File: config.mk
export PLATFORM = sky130hd
export DESIGN_NAME = serial_bit_tx
export DESIGN_NICKNAME = d
export VERILOG_FILES = /design/src/rtl/serial_bit_tx.sv
export SDC_FILE = /design/constraint.sdc
export NUM_CORES = 1
export LEC_CHECK = 0
export ABC_AREA = 1
export CAP_MARGIN = 10
export CORE_MARGIN = 3
export CORE_UTILIZATION = 38
export CTS_BUF_LIST = sky130_fd_sc_hd__clkbuf_2
export CTS_CLUSTER_SIZE = 8
export DETAILED_ROUTE_END_ITERATION = 6
export PLACE_DENSITY_LB_ADDON = 0.1
export SKIP_CTS_REPAIR_TIMING = 1
export SYNTH_ARGS = -nofsm -noshare
export SYNTH_HDL_FRONTEND = slang
export SYNTH_SLANG_ARGS = --single-unit
File: constraint.sdc
create_clock -name clk -period 1.7 [get_ports clk]
set_clock_uncertainty 0.1 [all_clocks]
set_input_delay 0.17 -clock clk [delete_from_list [all_inputs] [get_ports clk]]
set_output_delay 0.17 -clock clk [all_outputs]
set_load 0.02 [all_outputs]
File: src/rtl/serial_bit_tx.sv
// serial_bit_tx: frames a DATA_W-bit word onto a single-wire line as
// start bit (0), data LSB first, [even parity], stop bit (1). Each bit is
// held for CLKS_PER_BIT clock cycles.
//
// Optional feature: define SERIAL_TX_PARITY_EN to insert an even-parity bit
// between the last data bit and the stop bit.
//
// Ports:
//   clk        system clock, rising edge
//   rst        synchronous active-high reset
//   tx_data    word to send, captured when tx_valid && tx_ready
//   tx_valid   producer has a word
//   tx_ready   block can accept a word this cycle (registered)
//   tx_serial  serial line, idles high (registered)
//   tx_busy    frame in progress (registered)
//   tx_done    one-cycle pulse in the last cycle of the stop bit (registered)
module serial_bit_tx #(
   parameter int unsigned DATA_W       = 8,
   parameter int unsigned CLKS_PER_BIT = 4
) (
   input  logic              clk,
   input  logic              rst,
   input  logic [DATA_W-1:0] tx_data,
   input  logic              tx_valid,
   output logic              tx_ready,
   output logic              tx_serial,
   output logic              tx_busy,
   output logic              tx_done
);

   localparam int unsigned CNT_W = (CLKS_PER_BIT > 1) ? $clog2(CLKS_PER_BIT) : 1;
   localparam int unsigned BIT_W = (DATA_W > 1) ? $clog2(DATA_W) : 1;

   typedef enum logic [2:0] {
      IDLE   = 3'd0,
      START  = 3'd1,
      DATA   = 3'd2,
`ifdef SERIAL_TX_PARITY_EN
      PARITY = 3'd3,
`endif
      STOP   = 3'd4
   } state_t;

   state_t              state, state_n;
   logic [CNT_W-1:0]    cyc_q, cyc_n;
   logic [BIT_W-1:0]    bit_q, bit_n;
   logic [DATA_W-1:0]   shift_q, shift_n;
   logic                serial_n, ready_n, busy_n, done_n;
   logic                bit_end;
`ifdef SERIAL_TX_PARITY_EN
   logic                parity_q, parity_n;
`endif

   // Last cycle of the current serial bit
   assign bit_end = (cyc_q == CNT_W'(CLKS_PER_BIT - 1));

   // State, counters, datapath and registered outputs
   always_ff @(posedge clk) begin
      if (rst) begin
         state     <= IDLE;
         cyc_q     <= '0;
         bit_q     <= '0;
         shift_q   <= '0;
`ifdef SERIAL_TX_PARITY_EN
         parity_q  <= 1'b0;
`endif
         tx_serial <= 1'b1;
         tx_ready  <= 1'b1;
         tx_busy   <= 1'b0;
         tx_done   <= 1'b0;
      end else begin
         state     <= state_n;
         cyc_q     <= cyc_n;
         bit_q     <= bit_n;
         shift_q   <= shift_n;
`ifdef SERIAL_TX_PARITY_EN
         parity_q  <= parity_n;
`endif
         tx_serial <= serial_n;
         tx_ready  <= ready_n;
         tx_busy   <= busy_n;
         tx_done   <= done_n;
      end
   end

   // Next-state logic; outputs are decoded from the next state so the
   // registered line changes in the same cycle the FSM enters a bit.
   always_comb begin
      state_n  = state;
      cyc_n    = cyc_q;
      bit_n    = bit_q;
      shift_n  = shift_q;
`ifdef SERIAL_TX_PARITY_EN
      parity_n = parity_q;
`endif

      case (state)
         IDLE: begin
            if (tx_valid) begin
               state_n  = START;
               shift_n  = tx_data;
               cyc_n    = '0;
               bit_n    = '0;
`ifdef SERIAL_TX_PARITY_EN
               parity_n = ^tx_data;
`endif
            end
         end
         START: begin
            if (bit_end) begin
               cyc_n   = '0;
               state_n = DATA;
            end else begin
               cyc_n = cyc_q + CNT_W'(1);
            end
         end
         DATA: begin
            if (bit_end) begin
               cyc_n   = '0;
               shift_n = shift_q >> 1;
               if (bit_q == BIT_W'(DATA_W - 1)) begin
                  bit_n = '0;
`ifdef SERIAL_TX_PARITY_EN
                  state_n = PARITY;
`else
                  state_n = STOP;
`endif
               end else begin
                  bit_n = bit_q + BIT_W'(1);
               end
            end else begin
               cyc_n = cyc_q + CNT_W'(1);
            end
         end
`ifdef SERIAL_TX_PARITY_EN
         PARITY: begin
            if (bit_end) begin
               cyc_n   = '0;
               state_n = STOP;
            end else begin
               cyc_n = cyc_q + CNT_W'(1);
            end
         end
`endif
         STOP: begin
            if (bit_end) begin
               cyc_n   = '0;
               state_n = IDLE;
            end else begin
               cyc_n = cyc_q + CNT_W'(1);
            end
         end
         default: begin
            state_n = IDLE;
            cyc_n   = '0;
            bit_n   = '0;
         end
      endcase

      case (state_n)
         START:   serial_n = 1'b0;
         DATA:    serial_n = shift_n[0];
`ifdef SERIAL_TX_PARITY_EN
         PARITY:  serial_n = parity_n;
`endif
         default: serial_n = 1'b1;
      endcase

      ready_n = (state_n == IDLE);
      busy_n  = (state_n != IDLE);
      done_n  = (state_n == STOP) && (cyc_n == CNT_W'(CLKS_PER_BIT - 1));
   end

endmodule
==> Word level (Yosys, flattened, before mapping) <==
Cells that the tools add are included.
{ "totals": {"ramBits": 0, "word_cells": 49, "reg_bits": 20, "rom_bits": 0, "latchBits": 0, "input_bits": 11, "n_memories": 0} }
{ "classes": {"magnitude_cmp": 0, "multipliers": 0, "n_mux": 17, "bitwise_logic": 1, "n_eq_ne": 11, "div_mod_pow": 0, "n_reduce_logical": 9, "n_addsub": 2, "n_shift": 0} }
{ "ops": {"columns": ["operator", "count"], "rows": [
  ["two-way mux 3 bit", 8],
  ["two-way mux 8 bit", 2],
  ["one-hot mux 8 bit (2 select lines)", 1],
  ["one-hot mux 3 bit (4 select lines)", 1],
  ["== test 3 bit, second input constant", 3],
  ["one-hot mux 3 bit (3 select lines)", 1],
  ["== test 3 x 1 -> 1 bit, second input constant", 2],
  ["== test 3 x 2 -> 1 bit, second input constant", 2],
  ["logical NOT 3 bit", 2],
  ["AND reduction 3 bit", 2],
  ["== test 2 bit, second input constant", 2],
  ["two-way mux 2 bit", 2],
  ["!= test 2 bit, second input constant", 2],
  ["one-hot mux 2 bit (2 select lines)", 1],
  ["adder 3 x 1 -> 3 bit, second input constant", 1],
  ["nonzero test 3 bit", 1],
  ["OR reduction 3 bit", 1],
  ["adder 2 x 1 -> 2 bit, second input constant", 1],
  ["one-hot mux 1 bit (2 select lines)", 1],
  ["nonzero test 2 bit", 1],
  ["OR reduction 2 bit", 1],
  ["logical AND 1 bit", 1],
  ["inverter 1 bit", 1]
]} }

==> Depth between registers and ports, before layout <==
{ "logic_depth": {"depth_word": 6, "mapped_depth": 8, "ltp_nobuf": 8} }

==> Worst setup path after synthesis <==
OpenSTA, ideal clock, no wires.
{ "synth_timing": {"kind": "reg2reg", "from": "register cyc_q[0]", "to": "register bit_q[2]", "stages_incl_launch_ff": 9, "setup_ns": 0.135, "slack_ns": 0.346, "synth_period_minus_slack_ns": 1.354, "arrival_ns": 1.119, "required_ns": 1.465, "cell_sequence": "dfxtp_1 > ha_1 > inv_2 > nand3_1 > nand2_1 > nor2_4 > nand2_1 > nand2_1 > nor2_1"} }
{ "synth_via": {"elab_chain_cells": 3} }
{ "synth_rtl": {"columns": ["item", "line_no", "source"], "rows": [
  ["start, declared", "45", "logic [CNT_W-1:0] cyc_q, cyc_n;"],
  ["start signal, assigned", "73", "cyc_q <= cyc_n;"],
  ["== test 2 bit", "55", "assign bit_end = (cyc_q == CNT_W'(CLKS_PER_BIT - 1));"],
  ["!= test 2 bit (no source line)", null, null],
  ["AND reduction 3 bit (no source line)", null, null],
  ["end signal, assigned", "74", "bit_q <= bit_n;"],
  ["end, declared", "46", "logic [BIT_W-1:0] bit_q, bit_n;"]
]} }
Every way passes these cells.
A chain may end at the register's enable or synchronous reset.

==> Final worst setup path <==
{ "layout_timing": {"from": "register tx_busy", "to": "output port tx_busy"} }
{ "layout_lines": {"columns": ["item", "line_no", "source"], "rows": [
  ["start, declared", "27", "output logic tx_busy,"],
  ["start signal, assigned", "81", "tx_busy <= busy_n;"]
]} }
No word-level cell between the ends.

==> results.ini <==
[pwr]
powerDensity_nw_per_um2 = 824
max-vdd-ir-drop_v = 0.000466
leakagePower_uw = 0.000631
finalPower_uw = 1050

[yosys]
synth_cells = 147
syn-num-nets = 161
syn-cell-area_sq_um = 1040
syn_area_per_cell_sq_um = 7.09
synth.area.top_cells = dfxtp_1, nand2_1, a21oi_2
ys_warn_count = 0
yosysTopAreaCell = dfxtp_1
synth_top_area_share_pct = 38.4
synth-seq-cells = 20
ys_types = 20
ys_seq_area_share_pct = 38.4

[status]
status = finished clean

[placement]
port_buffers = 14
gp_congestion = 0.771
place_hpwl_um = 1640

[setup_path]
cp_top_family = buffers and inverters
timing.rr.start = cyc_q[0]
cpMaxStageDelayCell = clkdlybuf4s50_1
cp_num_cells = 1
critPathBufInv = 1
crit_path_max_incr_delay_ns = 0.59
arrival_ns = 1.26
cp-startpoint = tx_busy
setup.worst_path.end = tx_busy
startpoint_type = register
required_ns = 1.43
worst_setup_path_end_kind = output port
critPathMaxFanout = 1
reg2reg_to = bit_q[2]
path_cells = clkdlybuf4s50_1
r2r_cells = 8
reg2reg_setup_slack_ns = 0.23
crit_type = register to output port

[sta]
slew_violations = 0
period_needed_ns = 1.53
worstMarginPinSlew_ns = 0.279
rsz0062_at_grt = false
setup-tns-final_ns = 0
max_freq_mhz = 652
final_hold_viol_count = 0
post-route-period-util_pct = 90.3
maxSlewHeadroom_pct = 81.4
setup_viol = 0
hold_ws_ns = 0.299

[cells_and_area]
n_antenna_cell = 0
nets = 181
drive_gt1_share_pct = 18.1
syn_to_final_growth_pct = 22.4
fillers = 263
multi_input_area_sq_um = 567
seq_area_sq_um = 400

[cts]
max-clock-path-buffers = 2
clock_latency_ns = 0.32
cts.sinks = 20
cts_buffers = 3
clockRootBuffer = clkbuf_2
cts.clk_slew.worst_paths_ns = 0.21
h-tree-depth = 1
cts_tree = built

[route]
drtIter0Drc = 22
wl_met1_um = 917
firstDrtPassIters = 6
detail_route.wirelength_um = 2050
met2_length_um = 1060
vias = 927
via_per_inst = 4.73
post_drt_wl_per_cell_um = 10.5
ant_nets = 0
top_layer_used = met4
drcViolationCount = 0
wl_met3_um = 51

[global_route]
globalRouteTotalUtil_pct = 13.3
grt_start_max_net_pins = 13
grt_pass1_wl_um = 3460
grt_overflow = 0
first_global_vias = 870
antenna_found_initial = 0

[floorplanning]
core_sq_um = 2540
design.die.area_sq_um = 3410
fp.dieH_um = 58.4
start_util_pct = 41.0
std_cell_rows = 18
die_w_um = 58.4
ioPinCount = 15

[job]
maxCapViolCount = 0

[worst_hold_path]
worstHoldPathType = input port to register

[cells in the final DEF, fill, tap and decap left out, types with 2 or more instances in the layout]
master,count
clkdlybuf4s50_1,14
o21ai_0,2
nand2_4,2
inv_2,5
clkbuf_2,3
buf_4,2
nand3_1,12
a21oi_2,7
ha_1,3
a21oi_1,3
nand2_2,4
inv_1,14
dfxtp_1,20
nand2_1,52
nor2_1,13
nor2_4,3
[through the flow]
stage          instance area, sq um  utilization (%)  cells  setup WS [ns]
2_1_floorplan                  1040                -    147          0.346
3_3_place_gp                   1230             48.4    192          0.229
3_5_place_dp                   1230             48.4    192          0.215
4_1_cts                        1280             50.1    196          0.139
5_1_grt                        1280             50.1    196         0.0710
6_report                       1280             50.1    196          0.166
[per-layer routing]
layer / up-vias / track usage, %
met5: - / 0
met4: 0 / 6.95
met3: 2 / 1.97
met2: 9 / 23.4
met1: 420 / 15.5
li1: 496 / -
[layout make-up]
class                           count  share of cell area (%)
Timing Repair Buffer               16                    12.2
Multi-Input combinational cell    107                    44.4
Clock inverter                      1                    2.35
Tap cell                           30                    2.94
Sequential cell                    20                    31.4
Clock buffer                        3                    1.18
Inverter                           19                    5.59
[synthesized netlist by cell type]
library cell  instances
nand4_1               1
inv_2                 5
nor2_1               13
nor2_8                1
nand3_1              12
nor2_2                1
clkbuf_1              1
dfxtp_1              20
ha_1                  3
o21bai_1              1
nand2_4               2
inv_1                14
nor2_4                3
nand2_1              52
a21oi_1               3
nand2_2               4
o211ai_1              1
nand3_2               1
o21ai_0               2
a21oi_2               7
[worst min path at each step]
stage,startpoint,end,cells past startpoint
detailed placement,shift_q[2],shift_q[2],2
global route,tx_data[7],shift_q[7],3
CTS,tx_data[7],shift_q[7],3
floorplan,rst,state[2],1
global placement,shift_q[7],shift_q[7],2
finish,tx_data[7],shift_q[7],3
[kinds of logic (layout without fill, tap and decap cells)]
family	after synthesis	after routing	synth area share [%]
buf+inv	20	39	7.20
fa+ha+maj	3	3	3.60
compound gates	14	14	9.72
flops	20	20	38.4
simple gates	90	90	41.1
[registers in the layout, summed over array words and instances, names as in the netlist]
signal and flops:
tx_done 1, shift_q 8, cyc_q 2, tx_ready 1, bit_q 3, tx_serial 1
state 3, tx_busy 1
[power breakdown]
group          internal (uW)  switching, uW
clock network            203            154
logic                   79.6           99.4
registers                499           16.6
total                    782            270
(Power assumes the default switching activity.)
